### config.mk
export PLATFORM = sky130hd
export DESIGN_NAME = shared_reg_arbiter
export DESIGN_NICKNAME = d
export VERILOG_FILES = /design/src/rtl/shared_reg_pkg.sv /design/src/rtl/shared_reg_arbiter_rr_picker.sv /design/src/rtl/shared_reg_arbiter.sv
export SDC_FILE = /design/constraint.sdc
export NUM_CORES = 1
export LEC_CHECK = 0
export BUFFER_PORTS_ARGS = -buffer_cell sky130_fd_sc_hd__clkbuf_2
export CELL_PAD_IN_SITES_DETAIL_PLACEMENT = 1
export CELL_PAD_IN_SITES_GLOBAL_PLACEMENT = 1
export CORE_ASPECT_RATIO = 1.1
export CORE_MARGIN = 2
export CORE_UTILIZATION = 25
export CTS_BUF_LIST = sky130_fd_sc_hd__clkbuf_16
export DETAILED_ROUTE_END_ITERATION = 8
export GPL_TIMING_DRIVEN = 0
export HOLD_SLACK_MARGIN = 0.05
export MAX_ROUTING_LAYER = met4
export PLACE_DENSITY_LB_ADDON = 0.1
export SLEW_MARGIN = 20
export SYNTH_ARGS = -nofsm -noshare
export SYNTH_HDL_FRONTEND = slang
export SYNTH_SLANG_ARGS = --single-unit
export TNS_END_PERCENT = 20
### constraint.sdc
create_clock -name clk -period 3 [get_ports clk]
set_input_delay 0.3 -clock clk [delete_from_list [all_inputs] [get_ports clk]]
set_output_delay 0.3 -clock clk [all_outputs]
set_load 0.02 [all_outputs]
### src/rtl/shared_reg_pkg.sv
// Shared definitions for the shared-register arbiter slice.
// State encoding and writer-id width helper.
package shared_reg_pkg;

  typedef enum logic [1:0] {
    IDLE = 2'd0,
    ACK  = 2'd1,
    HOLD = 2'd2
  } state_t;

  function automatic int calc_idw(input int n);
    return (n > 2) ? $clog2(n) : 1;
  endfunction

endpackage

### src/rtl/shared_reg_arbiter_rr_picker.sv
// Combinational round-robin picker: first set req bit at or above ptr.
// Ports: req, ptr in; grant (one-hot), sel (index), any out.
module rr_picker
  import shared_reg_pkg::*;
#(
  parameter  int N_WR = 2,
  localparam int IDW  = calc_idw(N_WR)
) (
  input  logic [N_WR-1:0] req,
  input  logic [IDW-1:0]  ptr,
  output logic [N_WR-1:0] grant,
  output logic [IDW-1:0]  sel,
  output logic            any
);

  logic [IDW-1:0] idx;

  always_comb begin
    grant = '0;
    sel   = '0;
    any   = 1'b0;
    idx   = '0;
    for (int o = 0; o < N_WR; o++) begin
      idx = IDW'((int'(ptr) + o) % N_WR);
      if (!any && req[idx]) begin
        any        = 1'b1;
        sel        = idx;
        grant[idx] = 1'b1;
      end
    end
  end

endmodule

### src/rtl/shared_reg_arbiter.sv
// Serialises writes from N_WR writers into one shared register (round-robin).
// Ports: clk, rst, wr_req, wr_data in; wr_ack, q, q_valid, last_id,
// conflict_cnt, busy out. All outputs are registered or decoded from state.
module shared_reg_arbiter
  import shared_reg_pkg::*;
#(
  parameter  int N_WR     = 2,
  parameter  int DW       = 1,
  parameter  int CNT_W    = 8,
  parameter  int HOLD_CYC = 0,
  localparam int IDW      = calc_idw(N_WR)
) (
  input  logic               clk,
  input  logic               rst,
  input  logic [N_WR-1:0]    wr_req,
  input  logic [N_WR*DW-1:0] wr_data,
  output logic [N_WR-1:0]    wr_ack,
  output logic [DW-1:0]      q,
  output logic               q_valid,
  output logic [IDW-1:0]     last_id,
  output logic [CNT_W-1:0]   conflict_cnt,
  output logic               busy
);

  localparam int HW = (HOLD_CYC > 1) ? $clog2(HOLD_CYC) : 1;
  localparam logic [HW-1:0] HOLD_LAST =
    HW'((HOLD_CYC > 0) ? HOLD_CYC - 1 : 0);

  state_t         state;
  state_t         state_nx;
  logic [IDW-1:0] ptr;
  logic [IDW-1:0] ptr_nx;
  logic [HW-1:0]  hold_cnt;
  logic           hold_done;

  logic [N_WR-1:0] pk_grant;
  logic [IDW-1:0]  pk_sel;
  logic            pk_any;
  logic            grant_en;
  logic            multi;
  logic [DW-1:0]   pick_data;

  rr_picker #(
    .N_WR (N_WR)
  ) u_pick (
    .req   (wr_req),
    .ptr   (ptr),
    .grant (pk_grant),
    .sel   (pk_sel),
    .any   (pk_any)
  );

  assign grant_en  = (state == IDLE) && pk_any;
  assign hold_done = (hold_cnt == HOLD_LAST);

  // x & (x-1) clears the lowest set bit: nonzero iff 2+ bits set.
  assign multi = |(wr_req & (wr_req - N_WR'(1)));

  assign ptr_nx = (pk_sel == IDW'(N_WR - 1)) ? '0 : pk_sel + IDW'(1);

  // Only the granted writer's data reaches the register.
  always_comb begin
    pick_data = '0;
    for (int i = 0; i < N_WR; i++) begin
      if (pk_sel == IDW'(i)) pick_data = wr_data[i*DW +: DW];
    end
  end

  always_ff @(posedge clk) begin
    if (rst) state <= IDLE;
    else     state <= state_nx;
  end

  always_comb begin
    state_nx = state;
    unique case (state)
      IDLE:    if (pk_any) state_nx = ACK;
      ACK:     state_nx = (HOLD_CYC > 0) ? HOLD : IDLE;
      HOLD:    if (hold_done) state_nx = IDLE;
      default: state_nx = IDLE;
    endcase
  end

  always_comb begin
    busy = (state != IDLE);
  end

  always_ff @(posedge clk) begin
    if (rst) begin
      q            <= '0;
      q_valid      <= 1'b0;
      wr_ack       <= '0;
      last_id      <= '0;
      conflict_cnt <= '0;
      ptr          <= '0;
      hold_cnt     <= '0;
    end else begin
      wr_ack <= '0;
      if (state == HOLD) hold_cnt <= hold_cnt + HW'(1);
      else               hold_cnt <= '0;
      if (grant_en) begin
        q       <= pick_data;
        wr_ack  <= pk_grant;
        last_id <= pk_sel;
        q_valid <= 1'b1;
        ptr     <= ptr_nx;
        if (multi && (conflict_cnt != '1))
          conflict_cnt <= conflict_cnt + CNT_W'(1);
      end
    end
  end

endmodule

==> impl_results.md <==
* Vias after detailed routing at 661
* Synth top area share at 42.9%
* Post-route cell area at 911 um^2
* Layout Utilization at 33.4%
* Grt ovf at 0
* Worst reg2reg endpoint: conflict_cnt[0]
* ANT nets after route at 0
* Core outline area at 0.00273 mm^2
* Number of top-level pins at 20
* Commonest register cell after synthesis: dfxtp_1
* Vert. Die Dim at 59.5 um
* Final #Nets at 108
* Worst clock skew at 0.00426 ns
* FF/Latch Area at 300 um^2
* Reg power frac at 41.4%
* Max Freq at 658 MHz
* Worst Max-Slew Pin Slew at 0.497 ns
* Critical path's slowest cell: dfxtp_1
* Wirelength, routed at 1710 um
* Data arrival, critical path at 1.65 ns
* Crit Path Max Fanout at 6
* Max-slew violation count at 0
* Drt first pass iters at 2
* Vias per inst at 4.97
* Filler Cells Inserted at 326
* Cts hold-fix bufs at 0
* HP Class: primary input to flip-flop
* Buffers added on ports at 18
* Flop2flop setup slack at 1.48 ns
* Synth unique cells at 31
* Mapped cell area at 701 um^2
* Busiest grt layer: met2
* Number of antenna diodes at 0
* P&R area growth vs syn at 30.0%
* WHS Path Cells at 3
* Root Buffer: clkbuf_16
* Cell Area, Placed at 832 um^2
* P per Cell Area at 569 mW/mm^2
* Clock Tree Buf Depth at 2
* Multi-input logic area at 370 um^2
* Status: finished, final reports clean
* Hold Path End: q
* Worst Min Path Start: wr_data[0]
* Synth Area per Inst at 8.98 um^2
* GR met2 Demand/Resource at 20.5%
* Die width at 54.5 um
* Initial Util at 25.7%
* Row count at 20
* Mapped Nets at 85
* Sw frac at 22.2%
* Min cycle time layout at 1.52 ns
* Final Hold Fails at 0
* FF-to-FF path depth at 4
* Final worst path period share at 50.7%
* Slew HR at 66.8%
* Post-cts resize count at 0
* Drt drc at 0
* RR Startpoint: conflict_cnt[0]
* RSZ-0062 raised after global routing: false
* Crit. End Element: flip-flop
* Final setup viols at 0
* Register area share after synthesis at 42.9%
* Synth Warn # at 0
* # clock sinks at 15
* First-pass GRT wire length at 2930 um
* Leak at 0.377 nW
* Startpoint Class: flip-flop
* Seq cells post-synth at 15
* Gr usage total at 13.0%
* Vias in the first global route at 647
* Sw Pwr at 0.000115 W
* WL per Instance at 12.9 um
* Clock Power Share at 49.6%
* Total Neg Setup Slack at 0 ns
* Buf/Inv on CP at 0
* Share of cells above drive strength 1 at 25.0%
* Met1 Usage GRT at 15.8%
* CP max stage delay at 0.35 ns
* Largest net degree at the start of global routing at 11
* Htree depth at 1
* Gpl congestion at 0.731
* Max-Cap Viols at 0
* Synth top area cells: dfxtp_1 (43%), nor2_1 (5.4%), nand2b_1 (4.5%)
* Clock slew seen by the registers of the worst setup and hold paths at 0.05 ns
* EDFF count, synth at 0
* CP delay by family, top: flip-flops
* Inserted Clock Buffers at 3
* HPWL after DPL at 1330 um
* P_int at 0.000403 W
* Worst-Skew Late Latency at 0.24 ns
* CP Cell Sequence: ha_1 > and4_4 > a21oi_2 > mux2_1
* Top-count cell post-synth: dfxtp_1
* Critical path class: flip-flop to flip-flop
* Met3 usage at 3.79%
* Initial antenna violation count at 0
* Post-CTS Setup Bufs at 0
* Req. time, crit path at 3.13 ns
* Post-synth top cells: dfxtp_1 (15), nor2_1 (10), nand2_1 (5), nand2b_1 (5)
* Logic pwr share at 9.0%
* Post-synth ARST share at 0%
* Die area at 0.00324 mm^2
* Initial DRC count at 7
* CTS tree: done
* Top cell type by total area after synthesis: dfxtp_1
* Syn Inst Count at 78
* Worst vdd ir at 0.000285 V
power by group through the flow:
| stage | clock, W | sequential, W | combinational [W] |
|---|---|---|---|
| finish | 0.000257 | 0.000215 | 0.0000467 |
| global route | 0.000277 | 0.000216 | 0.0000518 |
| CTS | 0.000263 | 0.000215 | 0.0000479 |
| detailed placement | 0 | 0.000219 | 0.0000478 |
| global placement | 0 | 0.000219 | 0.0000471 |
| floorplan | 0 | 0.000227 | 0.0000217 |
tightest hold or removal path: cells and delay by family:
kind                   cells  cell delay [ns]
buffers and inverters      1             0.08
AOI/OAI and AO/OA          1             0.06
and+or+nand+nor            1             0.06
area by class of cell:
cell class                 count  share of cell area [%]
clock inverter                 1                   0.412
buffer                         3                    1.65
multi-input combinational     56                    40.7
inverter                       4                    1.65
tap                           33                    4.53
sequential                    15                    33.0
timing repair buffer          18                    9.89
clock buffer                   3                    8.24
logic make-up (layout without fill, tap and decap cells):
| family | count (synthesis) | in the layout | synth area share [%] |
|---|---|---|---|
| AOI/OAI and AO/OA | 15 | 15 | 15.5 |
| adders and majority gates | 1 | 1 | 1.79 |
| buffers and inverters | 7 | 29 | 4.29 |
| DFF | 15 | 15 | 42.9 |
| muxes | 4 | 4 | 6.07 |
| and+or+nand+nor | 36 | 36 | 29.5 |
placed cells by master, fill, tap and decap left out:
master / instances
inv_1: 5
nand2_1: 5
and4b_1: 1
o31a_1: 1
o21ai_0: 1
clkbuf_1: 2
clkbuf_2: 18
a2111oi_0: 1
nand4b_1: 1
o21bai_1: 1
a21oi_2: 1
mux2i_1: 2
nor4_2: 1
a32oi_1: 1
and3_1: 1
ha_1: 1
mux2_1: 2
a211oi_1: 1
nor3b_1: 1
and2_1: 2
dfxtp_1: 15
and4_4: 1
nand3_1: 1
a31oi_1: 2
buf_4: 1
nor2b_1: 4
a21oi_1: 3
nand4_1: 2
nand2b_1: 5
a311oi_1: 3
clkbuf_16: 3
nand3b_1: 1
nor2_1: 10
state kept, by name (all words and copies together) (netlist names):
register      count
conflict_cnt      8
wr_ack            2
last_id           1
ptr               1
q                 1
q_valid           1
state             1
worst max path at each step:
stage	cells after the start	endpoint	slack, ns	startpoint
3_3_place_gp	4	conflict_cnt[0]	1.49	conflict_cnt[0]
5_1_grt	4	conflict_cnt[3]	1.40	conflict_cnt[0]
6_report	4	conflict_cnt[0]	1.48	conflict_cnt[0]
2_1_floorplan	4	conflict_cnt[0]	1.52	conflict_cnt[0]
4_1_cts	4	conflict_cnt[0]	1.47	conflict_cnt[0]
3_5_place_dp	4	conflict_cnt[0]	1.48	conflict_cnt[0]
per-stage QoR:
step,total power (W),hold slack (ns),setup slack (ns),std cells
finish,0.000518,0.305,1.48,133
global route,0.000544,0.317,1.40,133
CTS,0.000526,0.307,1.47,133
detailed placement,0.000266,0.448,1.48,129
global placement,0.000266,0.440,1.49,129
floorplan,0.000248,0.452,1.52,78
per-layer routing:
metal | share of wire, % | vias up
met5 | 0 | -
met4 | 1.2 | 0
met3 | 4.5 | 2
met2 | 48 | 17
met1 | 47 | 315
li1 | - | 327
Note: power is estimated with default switching activity, not from simulation.
